## src/rtl/console_dma_tx_scheduler.sv

```systemverilog
// console_dma_tx_scheduler: packetizes console FIFO bytes into AXI-Stream bursts; define CONSOLE_DMA_TIMEOUT_FLUSH_EN for idle-timeout flush.
module console_dma_tx_scheduler #(
  parameter int BURST_MAX      = 64,
  parameter int THRESHOLD      = 32,
  parameter int TIMEOUT_CYCLES = 10000
) (
  input  logic        clk,
  input  logic        rst_n,
  input  logic [10:0] fifo_count,
  output logic        fifo_rd_en,
  input  logic [7:0]  fifo_rd_data,
  input  logic        flush_req,
  output logic [7:0]  m_axis_tdata,
  output logic        m_axis_tvalid,
  input  logic        m_axis_tready,
  output logic        m_axis_tlast,
  output logic        busy,
  output logic [15:0] packets_sent
);
  typedef enum logic [1:0] {IDLE, STREAM, DRAIN} state_t;
  state_t      state;
  logic [9:0]  len, issued, sent;
  logic [7:0]  b0, b1, n0, n1;
  logic [1:0]  cnt, left;
  logic [2:0]  occ;
  logic        inflight, flush_pend, pop, start, expired, last_rd;
  assign m_axis_tvalid = cnt != 2'd0;
  assign m_axis_tdata  = b0;
  assign m_axis_tlast  = m_axis_tvalid && sent == len - 10'd1;
  assign busy          = state != IDLE;
  assign pop           = m_axis_tvalid & m_axis_tready;
  assign occ           = {1'b0, cnt} + {2'b0, inflight};
  // a byte leaving this cycle frees its slot, keeping one byte per cycle with a 2-entry buffer
  assign fifo_rd_en    = state == STREAM && issued < len && occ < (pop ? 3'd3 : 3'd2);
  assign last_rd       = fifo_rd_en && issued == len - 10'd1;
  assign start         = fifo_count >= 11'(THRESHOLD) || ((flush_pend | flush_req) && fifo_count != 11'd0) || expired;
  always_comb begin
    left = cnt - {1'b0, pop};
    n0   = inflight && left == 2'd0 ? fifo_rd_data : pop ? b1 : b0;
    n1   = inflight && left == 2'd1 ? fifo_rd_data : b1;
  end
`ifdef CONSOLE_DMA_TIMEOUT_FLUSH_EN
  logic [31:0] timer;
  logic        partial;
  assign partial = fifo_count != 11'd0 && fifo_count < 11'(THRESHOLD);
  assign expired = state == IDLE && partial && timer >= 32'(TIMEOUT_CYCLES - 1);
  always_ff @(posedge clk)
    timer <= (!rst_n || state != IDLE || !partial) ? 32'd0 : timer + 32'd1;
`else
  assign expired = 1'b0;
`endif
  always_ff @(posedge clk) begin
    if (!rst_n) begin
      state        <= IDLE;
      len          <= '0;
      issued       <= '0;
      sent         <= '0;
      b0           <= '0;
      b1           <= '0;
      cnt          <= '0;
      inflight     <= 1'b0;
      flush_pend   <= 1'b0;
      packets_sent <= '0;
    end else begin
      b0       <= n0;
      b1       <= n1;
      cnt      <= left + {1'b0, inflight};
      inflight <= fifo_rd_en;
      if (pop) sent <= sent + 10'd1;
      if (fifo_rd_en) issued <= issued + 10'd1;
      if (pop && m_axis_tlast) packets_sent <= packets_sent + 16'd1;
      // in IDLE a request is either served right now or discarded (empty FIFO)
      flush_pend <= state == IDLE ? 1'b0 : flush_pend | flush_req;
      case (state)
        IDLE: if (start) begin
          state  <= STREAM;
          len    <= fifo_count > 11'(BURST_MAX) ? 10'(BURST_MAX) : fifo_count[9:0];
          issued <= '0;
          sent   <= '0;
        end
        STREAM: if (last_rd) state <= DRAIN;
        DRAIN:  if (pop && m_axis_tlast) state <= IDLE;
        default: state <= IDLE;
      endcase
    end
  end
endmodule
```

## config.mk

```make
export PLATFORM = sky130hd
export DESIGN_NAME = console_dma_tx_scheduler
export DESIGN_NICKNAME = d
export VERILOG_FILES = /design/src/rtl/console_dma_tx_scheduler.sv
export SDC_FILE = /design/constraint.sdc
export NUM_CORES = 1
export LEC_CHECK = 0
export ABC_AREA = 1
export CORE_MARGIN = 3
export CORE_UTILIZATION = 37
export CTS_CLUSTER_SIZE = 14
export DETAILED_ROUTE_END_ITERATION = 7
export MAX_ROUTING_LAYER = met4
export SLEW_MARGIN = 10
export SYNTH_ARGS = -nofsm -noshare
export SYNTH_HDL_FRONTEND = slang
export SYNTH_SLANG_ARGS = --single-unit
```

## constraint.sdc

```tcl
create_clock -name clk -period 6.3 [get_ports clk]
set_clock_uncertainty 0.2 [all_clocks]
set_input_delay 1.575 -clock clk [delete_from_list [all_inputs] [get_ports clk]]
set_output_delay 1.575 -clock clk [all_outputs]
set_load 0.01 [all_outputs]
```

== Word-level counts from Yosys, hierarchy flattened ==
Cells that the tools add are included.

* Bits in registers: 68
* Input bits: 23
* Output and inout bits: 28
* Word-level logic and storage cells: 64

* Add/sub/neg operators: 7
* Magnitude comparators: 4
* Equal/unequal tests: 8
* Muxes and demuxes: 14
* Bitwise operators: 3
* Reductions and logical operators: 18

{| class="wikitable"
|+ Operator list
! cell !! number
|-
| 2-to-1 mux 10 bit || 7
|-
| adder 10 x 1 -> 10 bit (second input constant) || 2
|-
| == test 10 bit || 2
|-
| adder 16 x 1 -> 16 bit (second input constant) || 1
|-
| 2-to-1 mux 8 bit || 2
|-
| greater-or-equal comparator 11 x 6 -> 1 bit (second input constant) || 1
|-
| greater-than comparator 11 x 7 -> 1 bit (second input constant) || 1
|-
| nonzero test 11 bit || 1
|-
| less-than comparator 10 bit || 1
|-
| subtractor 10 x 1 -> 10 bit (second input constant) || 1
|-
| logical AND 1 bit || 8
|-
| 2-to-1 mux 2 bit || 3
|-
| inequality test 2 bit (second input constant) || 3
|-
| case mux 2 bit (3 select lines) || 1
|-
| nonzero test 2 bit || 3
|-
| == test 2 x 1 -> 1 bit (second input constant) || 2
|-
| logical NOT 2 bit || 2
|-
| adder 2 x 1 -> 3 bit || 1
|-
| less-than comparator 3 x 2 -> 1 bit || 1
|-
| AND reduction 3 bit || 1
|-
| adder 2 x 1 -> 2 bit || 1
|-
| == test 2 bit (second input constant) || 1
|-
| AND reduction 2 bit || 1
|-
| OR reduction 2 bit || 1
|-
| 6 further kinds || 6
|}

== Depth between registers and ports, before layout ==
Gate-level depths: netlist of the first run.

* Word-level depth: 8
* Mapped depth: 16
* Gate-level depth less buffers: 16

== Worst setup path after synthesis of the first run ==
Ideal clock, no wire load.

* Kind: input-to-output
* Start: input port m_axis_tready
* End: output port fifo_rd_en
* Arrival time: 2.462 ns
* Data required time: 4.525 ns
* Slack: 2.063 ns
* Stages: 6
* Path buffers: 1
* Cell sequence: buf_2 > nand2_2 > or2_1 > a21oi_1 > nand2_2 > inv_1

* Longest elaborated chain between the ends: 4

{| class="wikitable"
|+ Ends and longest elaborated chain
! element !! line !! text
|-
| start, declared || 15 || <nowiki>input logic m_axis_tready,</nowiki>
|-
| bitwise AND 1 bit || 31 || <nowiki>assign pop = m_axis_tvalid & m_axis_tready;</nowiki>
|-
| 2-to-1 mux 1 bit || 34 || <nowiki>assign fifo_rd_en = state == STREAM && issued < len && occ < (pop ? 3'd3 : 3'd2);</nowiki>
|-
| less-than comparator 3 x 2 -> 1 bit || 34 ||
|-
| logical AND 1 bit || 34 ||
|-
| end, declared || 10 || <nowiki>output logic fifo_rd_en,</nowiki>
|}

No other way between the ends.

== Worst setup path in the final report of the first run ==
Ends and elaborated chain as after synthesis.

==> results of run 1 <==
## kinds of logic (layout without fill, tap and decap cells)
| logic type | after synthesis | after routing | share of synthesized area |
|---|---|---|---|
| AND/OR/NAND/NOR | 319 | 319 | 0.364 |
| buffers and inverters | 93 | 149 | 0.0880 |
| adder cells (fa/ha/maj) | 18 | 18 | 0.0557 |
| AO/OA/AOI/OAI | 78 | 78 | 0.108 |
| flip-flops | 68 | 68 | 0.337 |
| XOR/XNOR | 22 | 22 | 0.0477 |
## cells in the final DEF, fill, tap and decap left out, types with 6 or more instances in the layout
cell type,netlist,routed
nand2_1,122,122
nor2_1,87,87
inv_1,76,76
dfxtp_1,68,68
clkdlybuf4s50_1,0,50
nand3_1,40,40
a21oi_1,32,32
o21ai_0,31,31
xor2_1,19,19
ha_1,18,18
nand4_1,17,17
nand2_2,13,13
nor3_1,12,12
nor2_2,9,9
clkbuf_8,0,9
a311oi_1,8,8
nand3_2,6,6
## power breakdown
group	switching, uW	internal (uW)	leakage, uW
clock	190	185	0.0000958
combinational	131	82.2	0.00129
sequential	16.9	452	0.000549
total	338	718	0.00194
## worst reg2reg max path, stage by stage, from the launching register on
cell      delay (ns)
dfxtp_1         0.33
nor2_1          0.26
clkinv_2        0.22
nand2_2         0.11
buf_4           0.22
inv_1           0.34
ha_1            0.34
xor2_1          0.16
inv_1           0.08
nand3_1         0.39
o21ai_0         0.34
a21oi_1         0.07
## registers in the layout, summed over array words and instances, names as in the netlist
| signal | cells |
|---|---|
| sent | 10 |
| b1 | 8 |
| issued | 10 |
| m_axis_tdata | 8 |
| state | 2 |
| cnt | 2 |
| flush_pend | 1 |
| inflight | 1 |
| len | 10 |
| packets_sent | 16 |
## routing by layer
metal,up-vias,GRT usage,part of all wire,wire [um]
met5,-,-,0,0
met4,0,0.0862,0.033,333
met3,20,0.0301,0.051,516
met2,82,0.272,0.45,4540
met1,1761,0.222,0.47,4740
li1,2044,-,-,-
## final timing paths
check,endpoint,slack (ns),depth (start not counted)
max,fifo_rd_en,0.89,7
min,b1[1]$_SDFFE_PN0P_,0.24,2
max reg2reg,b1[2]$_SDFFE_PN0P_,3.11,11
min reg2reg,b1[1]$_SDFFE_PN0P_,0.24,2
## through the flow
stage	setup WS, ns	std cells	area, um2
final	0.891	790	4880
after global routing	0.770	790	4880
after CTS	0.885	790	4880
after floorplan	2.06	598	4040
after detailed placement	0.899	774	4680
after global placement	0.911	774	4680
## final cells by class
cell class / instances / area [um2]
flip-flops and latches: 68 / 1360
fillers: 1090 / 5580
clock inverters: 7 / 76.3
well taps: 136 / 170
repair buffers: 53 / 523
multi-input cells: 437 / 2320
inverters: 80 / 302
clock buffers: 9 / 124
==> results_dict.tcl, run 1 <==
set metrics [dict create \
    synth.most_common_cell "nand2_1" \
    clock.fmax_mhz 185 \
    syn_nets 639 \
    cp_top_family "buffers and inverters" \
    rsz0062_at_grt "no" \
    syn_avg_cell_area_um2 6.76 \
    top_level_ports 51 \
    setup_tns_ns 0 \
    hold_class "register to register" \
    drt_first_pass_iters 4 \
    async_flop_share 0 \
    critPathMaxStageDelay_ns 0.69 \
    post_cts_buffers 0 \
    layout.nets 690 \
    htree_levels 3 \
    relSlewSlack 0.439 \
    yosysTopAreaCellShare 0.337 \
    rows 37 \
    crit_arrival_ns 3.63 \
    yosysUniqueCellTypes 33 \
    holdWs_ns 0.245 \
    place.port_buffers 50 \
    postLayoutCoreUtil 0.466 \
    maxCapViolCount 0 \
    worst_pin_slew_ns 0.841 \
    hp-start "b1[1]$_SDFFE_PN0P_" \
    vias 3907 \
    fin_crit_sh 0.859 \
    critPathLaunch "m_axis_tready" \
    hold_viol 0 \
    required_ns 4.53 \
    layout-drive-gt1-share 0.0917 \
    cts_resized 0 \
    cts.sinks 68 \
    grt.overflow.total 0 \
    die_h_um 110 \
    drtAntennaViolNets 0 \
    clockRootBuffer "clkbuf_8" \
    p_leak_uw 0.00194 \
    timing.rr.start "cnt[0]$_SDFF_PN0_" \
    startpoint_type "input pin" \
    status "complete, no violations" \
    hold_buffers 0 \
    numCtsBuffers 9 \
    cts_max_path_buffers 2 \
    yosysWarningCount 0 \
    antennaDiodeCount 0 \
    critPathBufInv 3 \
    avgRoutedWirePerCell_um 12.8 \
    dieWidth_um 110 \
    seq_area_frac_synth 0.337 \
    core-area_mm2 0.0105 \
    ir_drop_v 0.0000965 \
    place.gp.congestion 0.900 \
    clk_latency_ns 0.36 \
    synth_ff_type "dfxtp_1" \
    die_area_mm2 0.0122 \
    path_cells "clkdlybuf4s50_1 > nand2_2 > or2_1 > a21oi_1 > nand2_2 > inv_1 > clkdlybuf4s50_1" \
    ys_top_cells_by_count "nand2_1 (122), nor2_1 (87), inv_1 (76)" \
    end_kind "output pin" \
    fin_crit_ns 5.41 \
    grt_max_degree 28 \
    synthesis.area_mm2 0.00404 \
    yosysTopAreaCell "dfxtp_1" \
    viasPerCell 4.95 \
    grt_use_total 0.176 \
    slew_viol_final 0 \
    crit_path_max_fanout 9 \
    clkTransAtPathRegs_ns 0.08 \
    route.detailed.drc 0 \
    critPathKind "input pin to output pin" \
    synth_edf_count 0 \
    finalPower_uw 1060 \
    dp_hpwl_mm 7.72 \
    ys_ff_latch 68 \
    start_util 0.386 \
    cts_tree "yes" \
    syn2layout_area_growth_pct 20.8 \
    crit_path_top_delay_cell "clkdlybuf4s50_1" \
    synth.area.top_cells "dfxtp_1 (34%), nand2_1 (11%), nor2_1 (8.1%), inv_1 (7.1%), ha_1 (5.6%)" \
    netlist_instances 598 \
    setup_viol 0 \
    routed_wl_mm 10.1 \
    grt_pass1_wl_mm 17.4 \
    drt_iter0_drc 191 \
    power.density_mw_per_mm2 217 \
    antenna_found_initial 0 \
    grt_pass1_vias 3713 \
]
Note: power is estimated with default switching activity, not from simulation.
==> run 2, diff against run 1 <==
- SLEW_MARGIN: 10 -> unset
==> results of run 2 <==
The final DEF is identical to that of run 1; final timing and power are the same.
